### src/rtl/pipeline_controller.sv
// pipeline_controller: ARM-subset decode, NZCV flags and conditional execution,
// plus forwarding/stall/flush control for a 5-stage F/D/E/M/W pipeline.
module pipeline_controller #(
    parameter int RA_W = 4
) (
    input  logic            clk,
    input  logic            reset,
    input  logic [3:0]      CondD,
    input  logic [1:0]      OpD,
    input  logic [5:0]      FunctD,
    input  logic [RA_W-1:0] RdD,
    input  logic [RA_W-1:0] RA1D,
    input  logic [RA_W-1:0] RA2D,
    input  logic [RA_W-1:0] WA3E,
    input  logic [RA_W-1:0] WA3M,
    input  logic [RA_W-1:0] WA3W,
    input  logic [3:0]      ALUFlags,
    output logic [1:0]      RegSrcD,
    output logic [1:0]      ImmSrcD,
    output logic            ALUSrcE,
    output logic [1:0]      ALUControlE,
    output logic            MemWriteM,
    output logic            RegWriteW,
    output logic            MemtoRegW,
    output logic            PCSrcW,
    output logic            BranchTakenE,
    output logic [1:0]      ForwardAE,
    output logic [1:0]      ForwardBE,
    output logic            StallF,
    output logic            StallD,
    output logic            FlushD,
    output logic            FlushE
);
    typedef struct packed {
        logic       reg_write;
        logic       mem_write;
        logic       mem_to_reg;
        logic       branch;
        logic       alu_src;
        logic [1:0] alu_ctl;
        logic [1:0] flag_write;
        logic [3:0] cond;
        logic       pcs;
    } ctl_t;

    // A bubble carries condition AL so it never looks like a failed conditional
    localparam ctl_t CTL_IDLE = '{1'b0, 1'b0, 1'b0, 1'b0, 1'b0, 2'b00, 2'b00, 4'b1110, 1'b0};

    ctl_t            ctl_d, ctl_e_d, ctl_e_q;
    logic [RA_W-1:0] ra1_e_d, ra2_e_d, ra1_e_q, ra2_e_q;
    logic [3:0]      flags_d, flags_q;
    logic            reg_write_m_q, mem_write_m_q, mem_to_reg_m_q, pcs_m_q;
    logic            reg_write_w_q, mem_to_reg_w_q, pcs_w_q;
    logic [3:0]      cmd;
    logic            s_eff, cond_ex_e, ldr_stall, pc_wr_pend;
    logic            n, z, c, v;

    assign cmd   = FunctD[4:1];
    assign s_eff = FunctD[0] | (cmd == 4'b1010);

    always_comb begin
        ctl_d      = CTL_IDLE;
        ctl_d.cond = CondD;
        RegSrcD    = 2'b00;
        ImmSrcD    = 2'b00;
        case (OpD)
            2'b00: begin
                ctl_d.alu_src    = FunctD[5];
                ctl_d.flag_write = {s_eff, s_eff & (cmd == 4'b0100 || cmd == 4'b0010 || cmd == 4'b1010)};
                case (cmd)
                    4'b0100: ctl_d.reg_write = 1'b1;
                    4'b0010: begin ctl_d.alu_ctl = 2'b01; ctl_d.reg_write = 1'b1; end
                    4'b0000: begin ctl_d.alu_ctl = 2'b10; ctl_d.reg_write = 1'b1; end
                    4'b1100: begin ctl_d.alu_ctl = 2'b11; ctl_d.reg_write = 1'b1; end
                    4'b1010: ctl_d.alu_ctl = 2'b01;
                    default: ;
                endcase
            end
            2'b01: begin
                ctl_d.alu_src    = 1'b1;
                ctl_d.mem_to_reg = FunctD[0];
                ctl_d.reg_write  = FunctD[0];
                ctl_d.mem_write  = ~FunctD[0];
                RegSrcD          = {~FunctD[0], 1'b0};
                ImmSrcD          = 2'b01;
            end
            2'b10: begin
                ctl_d.branch  = 1'b1;
                ctl_d.alu_src = 1'b1;
                RegSrcD       = 2'b01;
                ImmSrcD       = 2'b10;
            end
            default: ;
        endcase
        ctl_d.pcs = ctl_d.reg_write & (RdD == RA_W'(15));
    end

    assign {n, z, c, v} = flags_q;

    always_comb begin
        case (ctl_e_q.cond)
            4'b0000: cond_ex_e = z;
            4'b0001: cond_ex_e = ~z;
            4'b0010: cond_ex_e = c;
            4'b0011: cond_ex_e = ~c;
            4'b0100: cond_ex_e = n;
            4'b0101: cond_ex_e = ~n;
            4'b0110: cond_ex_e = v;
            4'b0111: cond_ex_e = ~v;
            4'b1000: cond_ex_e = c & ~z;
            4'b1001: cond_ex_e = ~c | z;
            4'b1010: cond_ex_e = n == v;
            4'b1011: cond_ex_e = n != v;
            4'b1100: cond_ex_e = ~z & (n == v);
            4'b1101: cond_ex_e = z | (n != v);
            4'b1110: cond_ex_e = 1'b1;
            default: cond_ex_e = 1'b0;
        endcase
    end

    assign flags_d = {(ctl_e_q.flag_write[1] & cond_ex_e) ? ALUFlags[3:2] : flags_q[3:2],
                      (ctl_e_q.flag_write[0] & cond_ex_e) ? ALUFlags[1:0] : flags_q[1:0]};

    assign ctl_e_d = FlushE ? CTL_IDLE : ctl_d;
    assign ra1_e_d = FlushE ? '0 : RA1D;
    assign ra2_e_d = FlushE ? '0 : RA2D;

    always_ff @(posedge clk or posedge reset) begin
        if (reset) begin
            ctl_e_q        <= CTL_IDLE;
            ra1_e_q        <= '0;
            ra2_e_q        <= '0;
            flags_q        <= 4'b0000;
            reg_write_m_q  <= 1'b0;
            mem_write_m_q  <= 1'b0;
            mem_to_reg_m_q <= 1'b0;
            pcs_m_q        <= 1'b0;
            reg_write_w_q  <= 1'b0;
            mem_to_reg_w_q <= 1'b0;
            pcs_w_q        <= 1'b0;
        end else begin
            ctl_e_q        <= ctl_e_d;
            ra1_e_q        <= ra1_e_d;
            ra2_e_q        <= ra2_e_d;
            flags_q        <= flags_d;
            reg_write_m_q  <= ctl_e_q.reg_write & cond_ex_e;
            mem_write_m_q  <= ctl_e_q.mem_write & cond_ex_e;
            mem_to_reg_m_q <= ctl_e_q.mem_to_reg;
            pcs_m_q        <= ctl_e_q.pcs & cond_ex_e;
            reg_write_w_q  <= reg_write_m_q;
            mem_to_reg_w_q <= mem_to_reg_m_q;
            pcs_w_q        <= pcs_m_q;
        end
    end

    assign ALUSrcE      = ctl_e_q.alu_src;
    assign ALUControlE  = ctl_e_q.alu_ctl;
    assign MemWriteM    = mem_write_m_q;
    assign RegWriteW    = reg_write_w_q;
    assign MemtoRegW    = mem_to_reg_w_q;
    assign PCSrcW       = pcs_w_q;
    assign BranchTakenE = ctl_e_q.branch & cond_ex_e;

    assign ForwardAE = (reg_write_m_q && ra1_e_q == WA3M) ? 2'b10 :
                       (reg_write_w_q && ra1_e_q == WA3W) ? 2'b01 : 2'b00;
    assign ForwardBE = (reg_write_m_q && ra2_e_q == WA3M) ? 2'b10 :
                       (reg_write_w_q && ra2_e_q == WA3W) ? 2'b01 : 2'b00;

    assign ldr_stall  = ctl_e_q.mem_to_reg & (RA1D == WA3E || RA2D == WA3E);
    assign pc_wr_pend = ctl_d.pcs | ctl_e_q.pcs | pcs_m_q;
    assign StallD     = ldr_stall;
    assign StallF     = ldr_stall | pc_wr_pend;
    assign FlushD     = pc_wr_pend | pcs_w_q | BranchTakenE;
    assign FlushE     = ldr_stall | BranchTakenE;
endmodule
### config.mk
export PLATFORM = sky130hd
export DESIGN_NAME = pipeline_controller
export DESIGN_NICKNAME = d
export VERILOG_FILES = /design/src/rtl/pipeline_controller.sv
export SDC_FILE = /design/constraint.sdc
export NUM_CORES = 1
export LEC_CHECK = 0
export CAP_MARGIN = 40
export CORE_MARGIN = 2
export CORE_UTILIZATION = 46
export CTS_CLUSTER_SIZE = 40
export DETAILED_ROUTE_END_ITERATION = 6
export GPL_ROUTABILITY_DRIVEN = 0
export PLACE_DENSITY = 0.8
export SYNTH_ARGS = -nofsm -noshare
export SYNTH_HDL_FRONTEND = slang
export SYNTH_SLANG_ARGS = --single-unit
export TNS_END_PERCENT = 1
### constraint.sdc
create_clock -name clk -period 3.2 [get_ports clk]
set_clock_uncertainty 0.05 [all_clocks]
set_input_delay 0.96 -clock clk [delete_from_list [all_inputs] [get_ports clk]]
set_output_delay 0.96 -clock clk [all_outputs]
set_load 0.05 [all_outputs]
======== Word level (Yosys, flattened, before mapping) ========
Cells that the tools add are included.
word-level totals
  logic and storage cells ................. 104
  flip-flop bits (word level) ............. 33
  output and inout bits ................... 20
operators by class
  equal/unequal tests ..................... 29
  bitwise logic cells ..................... 25
  mux-type cells .......................... 17
  reduce and logical (&&, ||, !) cells .... 13
operators with widths
  kind                  count
  $eq A4 B4 Y1 const B  10
  $eq A4 B4 Y1          6
  $eq A4 B3 Y1 const B  5
  $pmux W1 S15          1
  $mux W14              1
  $eq A4 B2 Y1 const B  3
  $mux W4               3
  $and A1 B1 Y1         11
  $or A1 B1 Y1          9
  $logic_not A4 Y1      2
  $pmux W2 S2           2
  $mux W2               3
  $pmux W2 S3           1
  $not A1 Y1            5
  $eq A4 B1 Y1 const B  1
  $logic_and A1 B1 Y1   4
  $mux W1               4
  $pmux W1 S2           2
  $reduce_or A2 Y1      2
  $reduce_or A4 Y1      1
  $logic_or A1 B1 Y1    3
  $eq A2 B1 Y1 const B  1
  $eq A2 B2 Y1 const B  1
  $logic_not A2 Y1      1
  2 further kinds       2

======== Longest topological paths before layout ========
  depth after elaboration ................. 9
  mapped depth ............................ 7

======== Least setup slack after synthesis ========
OpenSTA, ideal clock, no wires.
  path type ............................... input to output
  from .................................... in WA3M[3]
  to ...................................... out ForwardBE[0]
  cell stages on the path ................. 3
  required time ........................... 2190 ps
  path buffers ............................ 0
  arrival time ............................ 3416 ps
  path slack .............................. -1226 ps
  cell sequence ........................... xor2_1 -> nor4_1 -> nor2_1
on the way
  word-level cells in the longest chain between the ends .. 3
RTL lines
  item                 line  source
  start: declaration   15    input logic [RA_W-1:0] WA3M,
  $eq A4 B4 Y1         166   assign ForwardBE = (reg_write_m_q && ra2_e_q == WA3M) ? 2'b10 :
  $logic_and A1 B1 Y1  166
  $mux W2              166
  end: declaration     28    output logic [1:0] ForwardBE,
No other way between the ends.

======== Final worst setup path ========
  from .................................... reg ctl_e_q[4] (netlist name)
  to ...................................... out FlushD
on the way
  word-level cells in the longest chain between the ends .. 4
  elaborated cells on any way between the ends .. 18
  classes of those cells .................. 14 x eq/ne; 1 x mux; 2 x bitwise; 1 x reduce/logical
RTL lines
  item                                        line  source
  start: declaration                          49    ctl_t ctl_d, ctl_e_d, ctl_e_q;
  start signal: assignment                    142   ctl_e_q <= ctl_e_d;
  $eq A4 B4 Y1, or another cell as far along  101   case (ctl_e_q.cond)
  $pmux W1 S15 (*)                            101
  $and A1 B1 Y1 (*)                           162   assign BranchTakenE = ctl_e_q.branch & cond_ex_e;
  $or A1 B1 Y1 (*)                            173   assign FlushD = pc_wr_pend | pcs_w_q | BranchTakenE;
  end: declaration                            31    output logic FlushD,
Every way passes the cells marked *; elsewhere a longest branch is shown, timed or not.

==> qor.yml <==
run_status: "finished, violations left"
violations: "negative setup slack"
floorplan.die.width_um: 68.7
htree_num_levels: 2
timing.critical_path.mode_cell: "a31oi_4"
placement_rows: 23
drv_slew: 0
avgRoutedWirePerCell_um: 15.2
ir_drop_v: 0.000296
critPathCaptureType: "output port"
powerDensity_nw_per_um2: 420
grt_setup_unrepaired: "yes"
layout-drive-gt1-share_pct: 39.9
cts.reportedPaths.clkPinSlew_ps: 70
worstPathCellList: "buf_4, nor4bb_1, o311a_1, a31oi_4, a31oi_4, or3_4, buf_8"
grt.met3_usage_pct: 4.87
timing.critical_path.from_type: "flip-flop"
cts-hold-fix-buffers: 0
drv.max_cap_violation_count: 0
antenna_found_initial: 0
route.final.wire_length_um: 4880
core_area_um2: 4030
max-clock-path-buffers: 2
clock-root-buffer: "clkbuf_8"
use_met1_pct: 28.6
grt_first_pass_wirelength_um: 8030
cp_slowest_stage_delay_ps: 400
seq_area_frac_synth_pct: 43.1
timing_hold_violations_final: 0
synth_warnings: 0
synthesized_cell_area_um2: 1930
max_slew_margin_pct: 66.6
postSynthCellCount: 174
drcViolationCount: 0
cp_slowest_cell: "dfstp_2"
grt_total_ovfl: 0
maximum_fanout_along_the_worst_path: 5
post-route-util_pct: 78.8
data_arrival_critical_path_ps: 2300
synthesized_area_per_cell_um2: 11.1
critical_path_class: "flip-flop to output port"
n_fill_cell: 253
die_height_um: 68.7
gr_layer_usage_met2_pct: 41.0
worstMarginPinSlew_ps: 499
max_clock_freq_ghz: 0.302
setup_violations: 3
synth_top_area_cell: "dfrtp_1"
dpl.hpwl_um: 3500
synth_cell_types: 48
grt_max_degree: 34
fin_nets: 317
grt_pass1_vias: 1707
post-route-min-period_ps: 3310
cts_tree: "done"
antenna_violating_nets_post_route: 0
post_route_setup_tns_ps: -242
cts_sinks: 33
port_buffers: 61
synth_top_area_share_pct: 39.0
post-route-worst-setup-slack_ps: -115
area_growth_pct: 64.7
numCtsBuffers: 5
ios: 62
dp_worst_setup_slack_ps: -592
clock_insertion_delay_worst_skew_ps: 280
initial_core_util_pct: 47.8
via_count: 1654
power.static_leakage_nw: 1.38
hold_path.class: "flip-flop to flip-flop"
post_drt_via_cell_ratio: 5.15
top_usage_layer: "met2"
fp.dieArea_um2: 4720
mappedNetlistNets: 221
diodes_inserted: 0
synth_area_leaders: "dfrtp_1 (39%), xnor2_1 (6.4%), xor2_1 (5.5%)"
final.period_utilization_pct: 104
dr.first_iter.drc_count: 64
detail_route.first_pass.iterations: 4
worstPathRequired_ps: 2190
grt.total_usage_pct: 23.4
ys_seq_elements: 33
[cell usage in the layout, fill, tap and decap left out, types with 4 or more instances in the layout]
master	instances
nor3b_1	12
xnor2_1	14
clkbuf_8	5
mux2_2	5
xor2_1	12
buf_12	10
clkdlybuf4s50_1	26
buf_6	5
nor4_2	4
buf_4	34
dfrtp_1	27
inv_1	7
dlygate4sd2_1	20
nand2_1	5
[flip-flops by register name (all words and copies together), names as in the netlist, 2 cells and up]
| name | flops |
|---|---|
| ra2_e_q | 4 |
| ctl_e_q | 11 |
| ALUControlE | 2 |
| flags_q | 4 |
| ra1_e_q | 4 |
[cells in the mapped netlist, drive strengths merged]
cell and n:
mux2 5, a21boi 2, xor2 12, nor2 3, o311a 1, nor4bb 2, dfrtp 30, nor4b 2
a31o 1, a22o 1, o21bai 2, nand3 3, dfstp 3, nor3 5, nand2 6, ha 5
buf 8, inv 10, xnor2 14, a32oi 1, or3 4, o21ai 4, a31oi 4, or2 2
a311oi 1, and2 3, a2111o 1, nor2b 4, or2b 1, a21oi 2, a21o 1, nand3b 2
clkbuf 2, and2b 1, nand4 3, nor3b 12, a2111oi 1, and3b 2, nor4 8
[area by class of cell]
type	count	area, µm²	share of cell area, %
clock buffer	5	68.8	2.17
clock inverter	3	17.5	0.552
inverter	10	37.5	1.18
multi-input combinational	121	1150	36.4
sequential	33	833	26.3
tap	50	62.6	1.97
timing repair buffer	99	998	31.5
[cell families after synthesis]
kind of cell / count (synthesis) / share of synthesized area (%)
muxes: 5 / 2.92
adders and majority gates: 5 / 3.25
DFF: 33 / 43.1
and+or+nand+nor: 63 / 23.1
AOI/OAI and AO/OA: 22 / 10.3
buffers and inverters: 20 / 5.58
xor gates and xnor gates: 26 / 11.8
[timing repair]
action,in CTS,in global routing
endpoints found under the setup margin,10,8
pin swaps,17,7
setup buffers,11,6
gates resized for setup,62,9
[power by group]
group | switching, mW | leakage [nW] | internal, mW
combinational | 0.222 | 0.924 | 0.262
sequential | 0.0776 | 0.417 | 0.469
clock | 0.152 | 0.0439 | 0.150
total | 0.452 | 1.38 | 0.881
[worst paths after layout]
kind                       slack [ps]  cells after the start         end      startpoint
min in group asynchronous        1010                      3   RegWriteW           reset
setup reg to reg                  800                      8  flags_q[0]      ctl_e_q[4]
max in group asynchronous        1760                      3  ctl_e_q[2]           reset
setup / recovery                 -110                      7      FlushD      ctl_e_q[4]
hold reg to reg                   310                      0   MemtoRegW  mem_to_reg_m_q
hold / removal                    310                      0   MemtoRegW  mem_to_reg_m_q
[critical path, delay by kind of cell, from the launching register on]
family / cells / cell delay [ps]
simple gates: 2 / 540
flops: 1 / 400
buf+inv: 2 / 310
compound gates: 3 / 770
[routing by layer]
metal | routed length [µm] | part of all wire [%]
met1 | 2050 | 42
met4 | 69 | 1.4
met2 | 2570 | 53
met5 | 0 | 0
met3 | 188 | 3.9
[through the flow]
| step | hold WS, ps | instances | instance area (µm²) | power [mW] |
|---|---|---|---|---|
| after global placement | 296 | 296 | 2810 | 0.920 |
| after detailed placement | 295 | 296 | 2810 | 0.935 |
| final | 310 | 321 | 3170 | 1.33 |
| after global routing | 323 | 321 | 3170 | 1.40 |
| after floorplan | 281 | 174 | 1970 | 0.784 |
| after CTS | 312 | 315 | 3090 | 1.31 |
Power figures use the tool's default switching activity.
